**src/rtl/seg_pkg.sv**
```systemverilog
// Shared constants for the seven-segment display path.
// Glyph patterns are active-low {g,f,e,d,c,b,a}; the dp bit sits above them in seg_out.
package seg_pkg;

  localparam int SEG_A  = 0;
  localparam int SEG_B  = 1;
  localparam int SEG_C  = 2;
  localparam int SEG_D  = 3;
  localparam int SEG_E  = 4;
  localparam int SEG_F  = 5;
  localparam int SEG_G  = 6;
  localparam int SEG_DP = 7;

  // Index 15 first, so that SEG_PAT[n] is the glyph for hex digit n ("b" and "d" lower-case).
  localparam logic [15:0][6:0] SEG_PAT = {
    7'h0E, 7'h06, 7'h21, 7'h46,   // F E d C
    7'h03, 7'h08, 7'h10, 7'h00,   // b A 9 8
    7'h78, 7'h02, 7'h12, 7'h19,   // 7 6 5 4
    7'h30, 7'h24, 7'h79, 7'h40    // 3 2 1 0
  };

endpackage

```
**src/rtl/seg_hex_decode.sv**
```systemverilog
// Combinational hex nibble to active-low {g..a} segment pattern.
// Zero latency; no handshake.
module seg_hex_decode
  import seg_pkg::*;
(
  input  logic [3:0] nibble_i,
  output logic [6:0] seg_n_o
);

  assign seg_n_o = SEG_PAT[nibble_i];

endmodule

```
**src/rtl/seg_scan_mux.sv**
```systemverilog
// Time-multiplexed scan driver: double-buffered load port, PWM, dead time, blink, LZ blanking.
// Outputs registered one cycle after scan state; load_ready low while a word waits for the frame wrap.
module seg_scan_mux
  import seg_pkg::*;
#(
  parameter int NUM_DIGITS   = 8,
  parameter int DIV_W        = 18,
  parameter int BRIGHT_W     = 3,
  parameter int DEAD_CYCLES  = 64,
  parameter int BLINK_FRAMES = 64
) (
  input  logic                    clk,
  input  logic                    rst,
  input  logic                    load_valid,
  output logic                    load_ready,
  input  logic [4*NUM_DIGITS-1:0] load_data,
  input  logic [NUM_DIGITS-1:0]   load_en,
  input  logic [NUM_DIGITS-1:0]   load_dp,
  input  logic [NUM_DIGITS-1:0]   load_blink,
  input  logic [BRIGHT_W-1:0]     brightness,
  input  logic                    blank_lz,
  output logic [NUM_DIGITS-1:0]   seg_an,
  output logic [7:0]              seg_out,
  output logic                    frame_start
);

  localparam int IDX_W  = $clog2(NUM_DIGITS);
  localparam int BCNT_W = (BLINK_FRAMES > 1) ? $clog2(BLINK_FRAMES) : 1;

  logic [DIV_W-1:0]        pre_q, pre_d;
  logic [IDX_W-1:0]        idx_q, idx_d;
  logic [4*NUM_DIGITS-1:0] pend_data_q, pend_data_d, act_data_q, act_data_d;
  logic [NUM_DIGITS-1:0]   pend_en_q, pend_en_d, act_en_q, act_en_d;
  logic [NUM_DIGITS-1:0]   pend_dp_q, pend_dp_d, act_dp_q, act_dp_d;
  logic [NUM_DIGITS-1:0]   pend_bl_q, pend_bl_d, act_bl_q, act_bl_d;
  logic                    pend_full_q, pend_full_d;
  logic [BCNT_W-1:0]       bcnt_q, bcnt_d;
  logic                    blink_ph_q, blink_ph_d;
  logic                    started_q, started_d;
  logic [NUM_DIGITS-1:0]   seg_an_q, seg_an_d;
  logic [7:0]              seg_out_q, seg_out_d;
  logic                    frame_start_q, frame_start_d;

  logic       tick, wrap, accept;
  logic [3:0] cur_nib;
  logic [6:0] cur_pat;
  logic       upper_nz, lz_blank, lit;

  assign tick       = &pre_q;
  assign wrap       = tick && (idx_q == IDX_W'(NUM_DIGITS - 1));
  assign load_ready = !pend_full_q;
  assign accept     = load_valid && load_ready;

  always_comb begin
    pre_d       = pre_q + 1'b1;
    idx_d       = idx_q;
    pend_data_d = pend_data_q;
    pend_en_d   = pend_en_q;
    pend_dp_d   = pend_dp_q;
    pend_bl_d   = pend_bl_q;
    pend_full_d = pend_full_q;
    act_data_d  = act_data_q;
    act_en_d    = act_en_q;
    act_dp_d    = act_dp_q;
    act_bl_d    = act_bl_q;
    bcnt_d      = bcnt_q;
    blink_ph_d  = blink_ph_q;
    started_d   = started_q | wrap;

    if (tick) begin
      idx_d = wrap ? '0 : idx_q + 1'b1;
    end

    // Copy decision uses pre-edge pend_full, so a same-cycle accept waits one more frame.
    if (wrap && pend_full_q) begin
      act_data_d  = pend_data_q;
      act_en_d    = pend_en_q;
      act_dp_d    = pend_dp_q;
      act_bl_d    = pend_bl_q;
      pend_full_d = 1'b0;
    end
    if (accept) begin
      pend_data_d = load_data;
      pend_en_d   = load_en;
      pend_dp_d   = load_dp;
      pend_bl_d   = load_blink;
      pend_full_d = 1'b1;
    end

    if (wrap) begin
      if (bcnt_q == BCNT_W'(BLINK_FRAMES - 1)) begin
        bcnt_d     = '0;
        blink_ph_d = !blink_ph_q;
      end else begin
        bcnt_d = bcnt_q + 1'b1;
      end
    end
  end

  assign cur_nib = act_data_q[idx_q*4 +: 4];

  seg_hex_decode u_dec (
    .nibble_i (cur_nib),
    .seg_n_o  (cur_pat)
  );

  // Any non-zero enabled digit at or above the current one defeats blanking.
  always_comb begin
    upper_nz = 1'b0;
    for (int j = 0; j < NUM_DIGITS; j++) begin
      if ((j >= int'(idx_q)) && act_en_q[j] && (act_data_q[j*4 +: 4] != 4'h0)) begin
        upper_nz = 1'b1;
      end
    end
  end

  assign lz_blank = blank_lz && (idx_q != '0) && !upper_nz;

  always_comb begin
    lit = act_en_q[idx_q]
       && !(act_bl_q[idx_q] && blink_ph_q)
       && !lz_blank
       && (pre_q >= DIV_W'(DEAD_CYCLES))
       && (pre_q[DIV_W-1 -: BRIGHT_W] <= brightness);

    seg_an_d  = '1;
    seg_out_d = 8'hFF;
    if (lit) begin
      seg_an_d  = ~(NUM_DIGITS'(1) << idx_q);
      seg_out_d = {!act_dp_q[idx_q], cur_pat};
    end
    frame_start_d = started_q && (idx_q == '0) && (pre_q == '0);
  end

  always_ff @(posedge clk or negedge rst) begin
    if (!rst) begin
      pre_q         <= '0;
      idx_q         <= '0;
      pend_data_q   <= '0;
      pend_en_q     <= '0;
      pend_dp_q     <= '0;
      pend_bl_q     <= '0;
      pend_full_q   <= 1'b0;
      act_data_q    <= '0;
      act_en_q      <= '0;
      act_dp_q      <= '0;
      act_bl_q      <= '0;
      bcnt_q        <= '0;
      blink_ph_q    <= 1'b0;
      started_q     <= 1'b0;
      seg_an_q      <= '1;
      seg_out_q     <= 8'hFF;
      frame_start_q <= 1'b0;
    end else begin
      pre_q         <= pre_d;
      idx_q         <= idx_d;
      pend_data_q   <= pend_data_d;
      pend_en_q     <= pend_en_d;
      pend_dp_q     <= pend_dp_d;
      pend_bl_q     <= pend_bl_d;
      pend_full_q   <= pend_full_d;
      act_data_q    <= act_data_d;
      act_en_q      <= act_en_d;
      act_dp_q      <= act_dp_d;
      act_bl_q      <= act_bl_d;
      bcnt_q        <= bcnt_d;
      blink_ph_q    <= blink_ph_d;
      started_q     <= started_d;
      seg_an_q      <= seg_an_d;
      seg_out_q     <= seg_out_d;
      frame_start_q <= frame_start_d;
    end
  end

  assign seg_an      = seg_an_q;
  assign seg_out     = seg_out_q;
  assign frame_start = frame_start_q;

endmodule

```
**config.mk**
```make
export PLATFORM = sky130hd
export DESIGN_NAME = seg_scan_mux
export DESIGN_NICKNAME = d
export VERILOG_FILES = /design/src/rtl/seg_pkg.sv /design/src/rtl/seg_hex_decode.sv /design/src/rtl/seg_scan_mux.sv
export SDC_FILE = /design/constraint.sdc
export NUM_CORES = 1
export LEC_CHECK = 0
export CAP_MARGIN = 10
export CORE_MARGIN = 5
export CORE_UTILIZATION = 45
export DETAILED_ROUTE_END_ITERATION = 8
export HOLD_SLACK_MARGIN = 0.06
export PLACE_DENSITY = 0.71
export SYNTH_ARGS = -nofsm -noshare
export SYNTH_HDL_FRONTEND = slang
export SYNTH_SLANG_ARGS = --single-unit
```
**constraint.sdc**
```tcl
create_clock -name clk -period 3.3 [get_ports clk]
set_input_delay 0.33 -clock clk [delete_from_list [all_inputs] [get_ports clk]]
set_output_delay 0.33 -clock clk [all_outputs]
set_load 0.02 [all_outputs]
```
==> flow_summary_export.csv, run 1 <==
group,metric,value,unit
yosys,synth_mux_area_share,25.4,%
finish,instances_no_fill,812,
yosys,synth-simple-area-share,7.17,%
setup_path,reg2regPathDepth,7,
pwr,p_per_area,482,nW/um^2
placement,gp_congestion,0.871,
cts,cts_buffers,17,
yosys,synthFlopType,"dfrtp_1",
yosys,syn_nets,577,
timing,drv_slew,0,
placement,port_buffers,80,
timing,post-route-period-util,83.2,%
yosys,yosysTopAreaCell,"dfrtp_1",
yosys,synth_fa_ha_area_share,3.15,%
floorplanning,fp-row-count,46,
setup_path,crit_type,"flip-flop to flip-flop",
yosys,ys_warn_count,0,
setup_path,end_kind,"flip-flop",
timing,final_hold_viol_count,0,
setup_path,startpoint_type,"flip-flop",
timing,setup_viol,0,
finish,drive_above_1_share,32.9,%
yosys,postSynthCellCount,496,
cts,tritoncts,"done",
cts,post_cts_buffers,0,
floorplanning,dieHeight,136,um
timing,slew_headroom,39.8,%
cts,root_buffer,"clkbuf_16",
yosys,synth_top_area_share,50.1,%
cts,clk_latency,0.42,ns
job,cap_viol_max_count,0,
grt,grt_antenna_before_repair,0,
drt,postRouteAntennaNets,0,
grt,grt_pass1_wl,23100,um
cts,h-tree-depth,4,
grt,grt_overflow_total,0,
floorplanning,die_width,136,um
grt,grt.total_usage,16.1,%
timing,skew,0.00968,ns
placement,post-dp-hpwl,9800,um
yosys,netlist-cell-type-count,47,
yosys,synth_top_cells_by_area,"dfrtp_1 50%, mux2_2 14%, mux2_4 6.1%",
yosys,synth_xor_area_share,2.45,%
finish,antenna_cells,0,
finish,fillers,1247,
floorplanning,die-area,18500,sq um
grt,grt_pass1_vias,4406,
cts,cts_buffer_depth,2,
drt,first_iter_violations,390,
cts,cts.clk_slew.worst_paths,0.06,ns
yosys,yosysSeqAreaShare,56.0,%
pwr,ir_drop,0.384,mV
drt,avgRoutedWirePerCell,17.2,um
setup_path,cp.required,3.62,ns
timing,fmax,364,MHz
yosys,synthArstFlopShare,100,%
floorplanning,start_util,45.5,%
run_status,status,"completed",
yosys,synth_edf_count,0,
timing,fin_setup_tns,0,ns
yosys,syn_area_per_cell,14.4,sq um
yosys,ys_ff_latch,159,
yosys,synth_top_family_by_area,"multiplexers",
timing,rsz0062_at_grt,"no",
cts,clock_sinks,159,
yosys,synth_commonest_cells,"143 x dfrtp_1, 89 x mux2_2, 29 x mux2_4",
pwr,p_leak,0.00403,uW
setup_path,rrSetupSlack,0.56,ns
floorplanning,core_area,15700,sq um
worst_hold_path,holdCritPathClass,"flip-flop to flip-flop",
worst_hold_path,hold_depth,1,
setup_path,worstPathArrival,3.06,ns
drt,viasPerCell,5.24,
grt,grt_max_degree,100,
floorplanning,io_pins,81,
drt,firstDrtPassIters,5,
setup_path,cp_max_fo,12,
yosys,synth_most_common_cell,"dfrtp_1",
yosys,syn_area,7140,sq um
timing,period_needed,2.74,ns
timing,worst_slew_pin_slew,0.902,ns
drt,num_vias,4256,
drt,drc,0,
drt,finalWirelength,14000,um
yosys,synth_compound_area_share,3.38,%
placement,place_inst,779,
finish,area_growth,23.2,%
finish,num-nets-final,664,
## registers in the layout, summed over array words and instances (netlist names)
signal and count:
bcnt_q 6, pend_full_q 1, pend_data_q 32, idx_q 3, act_data_q 32, seg_an 8, pend_dp_q 8, pend_bl_q 8
frame_start 1, blink_ph_q 1, act_bl_q 8, pre_q 18, act_dp_q 8, pend_en_q 8, act_en_q 8, started_q 1
seg_out 8
## cells in the final DEF (no fill, tap or decap), types with 4 or more instances in the layout
cell / netlist / layout
dfrtp_1: 143 / 143
clkinvlp_4: 0 / 4
clkdlybuf4s50_1: 0 / 79
inv_1: 13 / 13
mux4_2: 14 / 14
o21ai_0: 6 / 6
ha_1: 18 / 18
nor2_1: 11 / 11
mux2_2: 89 / 89
nand4_1: 11 / 11
nand2b_1: 5 / 5
nand3_1: 18 / 18
nor4_1: 8 / 8
mux2i_1: 6 / 6
mux2_4: 29 / 29
dfstp_2: 16 / 16
o41ai_1: 5 / 5
nand2_1: 20 / 20
clkbuf_16: 0 / 17
xnor2_1: 11 / 11
xor2_1: 9 / 9
buf_4: 0 / 6
and3_1: 6 / 6
## repair_timing
item                                   4_1_cts  5_1_grt
endpoints found under the hold margin       53        0
resized for setup                            0        0
hold buffers                                 1        0
## metrics by stage
step	area, sq um	setup slack, ns	util (%)	hold slack (ns)	total power [uW]
2_1_floorplan	7140	0.622	-	0.0344	2190
3_3_place_gp	8200	0.676	52.2	0.455	2330
3_5_place_dp	8200	0.563	52.2	0.466	2340
4_1_cts	8800	0.552	56.0	0.482	4290
5_1_grt	8800	0.316	56.0	0.502	4400
6_report	8800	0.556	56.0	0.482	4240
## critical path: stages, from the launching register on
cell and delay (ns):
dfrtp_1 0.63, mux4_2 0.56, mux2i_1 0.45, inv_1 0.16, ha_1 0.26, mux2_2 0.27, a22oi_1 0.21, nand3_1 0.10
## final cells by class
class	instances	area [sq um]	share of cell area, %
tap	216	270	3.07
multi-input combinational	301	2970	33.8
clock inverter	15	160	1.82
timing repair buffer	90	917	10.4
inverter	14	52.6	0.597
clock buffer	17	425	4.84
sequential	159	4000	45.4
## where the power goes
group	internal (uW)	leakage (uW)	switching [uW]	total, uW
registers	2040	0.00204	53.4	2090
clock network	1120	0.000278	822	1940
logic	134	0.00171	70.7	205
## logic make-up (layout without fill, tap and decap cells)
kind of cell    Yosys count  after routing
compound gates           31             31
xor+xnor                 20             20
fa+ha+maj                18             18
buf+inv                  36            136
flops                   159            159
mux                     138            138
simple gates             94             94
## final timing paths
check,start,end
setup reg to reg,idx_q[1]$_DFFE_PN0P_,seg_out[6]$_DFF_PN1_
min in group asynchronous,rst,pend_data_q[11]$_DFFE_PN0P_
max in group asynchronous,rst,act_bl_q[3]$_DFFE_PN0P_
setup / recovery,idx_q[1]$_DFFE_PN0P_,seg_out[6]$_DFF_PN1_
hold / removal,started_q$_DFF_PN0_,started_q$_DFF_PN0_
hold reg to reg,started_q$_DFF_PN0_,started_q$_DFF_PN0_
## metal layers
metal / global-route usage, % / share of wire, % / wire [um]
met1: 22.8 / 48 / 6680
met4: 5.38 / 0.94 / 132
met2: 24.4 / 47 / 6620
met3: 4.18 / 4.0 / 565
met5: 0 / 0 / 0
Power figures use the tool's default switching activity.
==> run 2, diff against run 1 <==
--- a/config.mk
+++ b/config.mk
@@ -10,7 +10,7 @@
 export CORE_UTILIZATION = 45
 export DETAILED_ROUTE_END_ITERATION = 8
 export HOLD_SLACK_MARGIN = 0.06
-export PLACE_DENSITY = 0.71
+export PLACE_DENSITY = 0.74
 export SYNTH_ARGS = -nofsm -noshare
 export SYNTH_HDL_FRONTEND = slang
 export SYNTH_SLANG_ARGS = --single-unit
==> constraint.sdc (replaced) <==
create_clock -name clk -period 2.25 [get_ports clk]
set_input_delay 0.225 -clock clk [delete_from_list [all_inputs] [get_ports clk]]
set_output_delay 0.225 -clock clk [all_outputs]
set_load 0.02 [all_outputs]
==> run 2 against run 1 <==
Compared with the run above:
- clock skew fell by 0.00069 ns
- final area is 4.5% higher
- critical path depth grew 1
- first-iteration DRC count shrank 28%
- die area unchanged
- via count rose by 3.9%
- combinational power increased by 50%
- largest power group unchanged
==> flow_summary_export.csv, run 2 (synthesis results as in run 1) <==
group,metric,value,unit
cts,h-tree-depth,4,
setup_path,endpoint,"seg_out[6]$_DFF_PN1_",
finish,top_regs,"act_data_q (32), pend_data_q (32), pre_q (18)",
timing,rsz0062_at_grt,"yes",
drt,finalWirelength,14900,um
setup_path,cp_num_cells,8,
grt,grt.total_usage,17.1,%
grt,grt_max_degree,60,
cts,cts_buffer_depth,2,
setup_path,crit_family,"multiplexers",
cts,clock_sinks,159,
setup_path,r2r-start,"idx_q[0]$_DFFE_PN0P_",
cts,tritoncts,"done",
floorplanning,dieHeight,136,um
finish,register_area,4000,sq um
drt,first_iter_violations,282,
timing,skew,0.00899,ns
placement,post-dp-hpwl,10600,um
floorplanning,fp-row-count,46,
finish,final_cell_mix,"141 x dfrtp_1, 87 x mux2_2, 79 x clkdlybuf4s50_1",
timing,setup_viol,0,
finish,finalInstanceArea,9190,sq um
placement,gp_congestion,0.878,
finish,drive_above_1_share,38.5,%
grt,grt_pass1_wl,24600,um
timing,final_hold_viol_count,0,
setup_path,worst-path-buf-inv,2,
grt,grt_overflow_total,0,
floorplanning,die_width,136,um
drt,avgRoutedWirePerCell,17.5,um
setup_path,slowest_delay,0.54,ns
cts,root_buffer,"clkbuf_16",
timing,setup_slack,0.0801,ns
setup_path,reg2regPathDepth,8,
job,cap_viol_max_count,0,
setup_path,startpoint_type,"flip-flop",
setup_path,worstPathArrival,2.51,ns
timing,post-route-period-util,96.4,%
finish,final_core_util,58.5,%
cts,clk_latency,0.43,ns
setup_path,rrSetupSlack,0.08,ns
finish,num-nets-final,702,
setup_path,startpoint,"idx_q[0]$_DFFE_PN0P_",
drt,postRouteAntennaNets,0,
drt,drc,0,
drt,num_vias,4423,
finish,multi_input_area,3040,sq um
pwr,p_per_area,679,nW/um^2
cts,cts_buffers,17,
floorplanning,die-area,18500,sq um
setup_path,slowest_stage,"mux4_2",
floorplanning,start_util,45.5,%
setup_path,r2r-end,"seg_out[6]$_DFF_PN1_",
grt,grt_antenna_before_repair,0,
finish,antenna_cells,0,
timing,drv_slew,0,
finish,final_common_cell,"dfrtp_1",
pwr,p_leak,0.00423,uW
placement,dp_slack,-0.0262,ns
placement,port_buffers,80,
finish,fillers,1215,
worst_hold_path,holdCritPathClass,"input port to asynchronous set/reset pin",
timing,worst_slew_pin_slew,0.554,ns
placement,dpl-instance-area,8490,sq um
setup_path,crit_type,"flip-flop to flip-flop",
timing,slew_headroom,63.1,%
finish,instances_no_fill,850,
floorplanning,core_area,15700,sq um
timing,period_needed,2.17,ns
drt,firstDrtPassIters,4,
setup_path,cp_max_fo,6,
drt,viasPerCell,5.20,
timing,fmax,461,MHz
cts,cts.clk_slew.worst_paths,0.06,ns
setup_path,cp.required,2.59,ns
setup_path,end_kind,"flip-flop",
finish,area_growth,28.7,%
grt,grt_pass1_vias,4788,
floorplanning,io_pins,81,
pwr,ir_drop,0.510,mV
placement,place_inst,811,
timing,fin_setup_tns,0,ns
setup_path,path_cells,"buf_12, mux4_2, mux2i_4, inv_2, ha_4, mux2_4, a22oi_2, nand3_1",
run_status,status,"completed",
run 2: final cells by class:
| class | instances | area share (%) |
|---|---|---|
| Clock buffer | 20 | 4.97 |
| Tap cell | 216 | 2.94 |
| Inverter | 14 | 0.572 |
| Timing Repair Buffer | 128 | 13.5 |
| Sequential cell | 159 | 43.5 |
| Clock inverter | 12 | 1.47 |
| Multi-Input combinational cell | 301 | 33.1 |
run 2: metrics by stage:
step / total power (uW) / hold WS (ns)
2_1_floorplan: 3210 / -0.0706
5_1_grt: 6460 / 0.400
6_report: 6240 / 0.342
4_1_cts: 6310 / 0.351
3_5_place_dp: 3440 / 0.238
3_3_place_gp: 3420 / 0.222
run 2: worst reg2reg max path, delay by kind of cell (launching register included):
family | cells | cell delay [ns]
multiplexers | 3 | 1.03
flip-flops | 1 | 0.42
buffers and inverters | 2 | 0.23
adder cells (fa/ha/maj) | 1 | 0.17
AO/OA/AOI/OAI | 1 | 0.15
AND/OR/NAND/NOR | 1 | 0.10
run 2: metal layers:
layer  vias to the layer above  track usage (%)  wire, um
met5                         -                0         0
met3                        28             4.03       674
met4                         0             6.33       332
met1                      2221             23.0      6660
li1                       2058                -         -
met2                       116             27.3      7190
run 2: how the worst min path moves through the flow:
stage,from,to
after detailed placement,rst,pend_data_q[3]$_DFFE_PN0P_
after CTS,rst,act_data_q[17]$_DFFE_PN0P_
after global placement,rst,pend_data_q[3]$_DFFE_PN0P_
final,rst,act_data_q[9]$_DFFE_PN0P_
after global routing,rst,pend_data_q[3]$_DFFE_PN0P_
after floorplan,rst,act_bl_q[0]$_DFFE_PN0P_
run 2: repair_timing:
item | in CTS | in global routing
hold buffers | 1 | 0
buffers inserted | 0 | 5
hold endpoints to repair | 39 | 0
cloned | 0 | 1
pin swaps | 0 | 2
endpoints found under the setup margin | 2 | 14
gates resized for setup | 1 | 9
run 2: report_power, final:
part	switching [uW]	leakage (uW)	total, uW	internal (uW)
Clock	1160	0.000291	2860	1700
Combinational	106	0.00190	307	200
Sequential	82.5	0.00203	3080	2990
Total	1350	0.00423	6240	4890
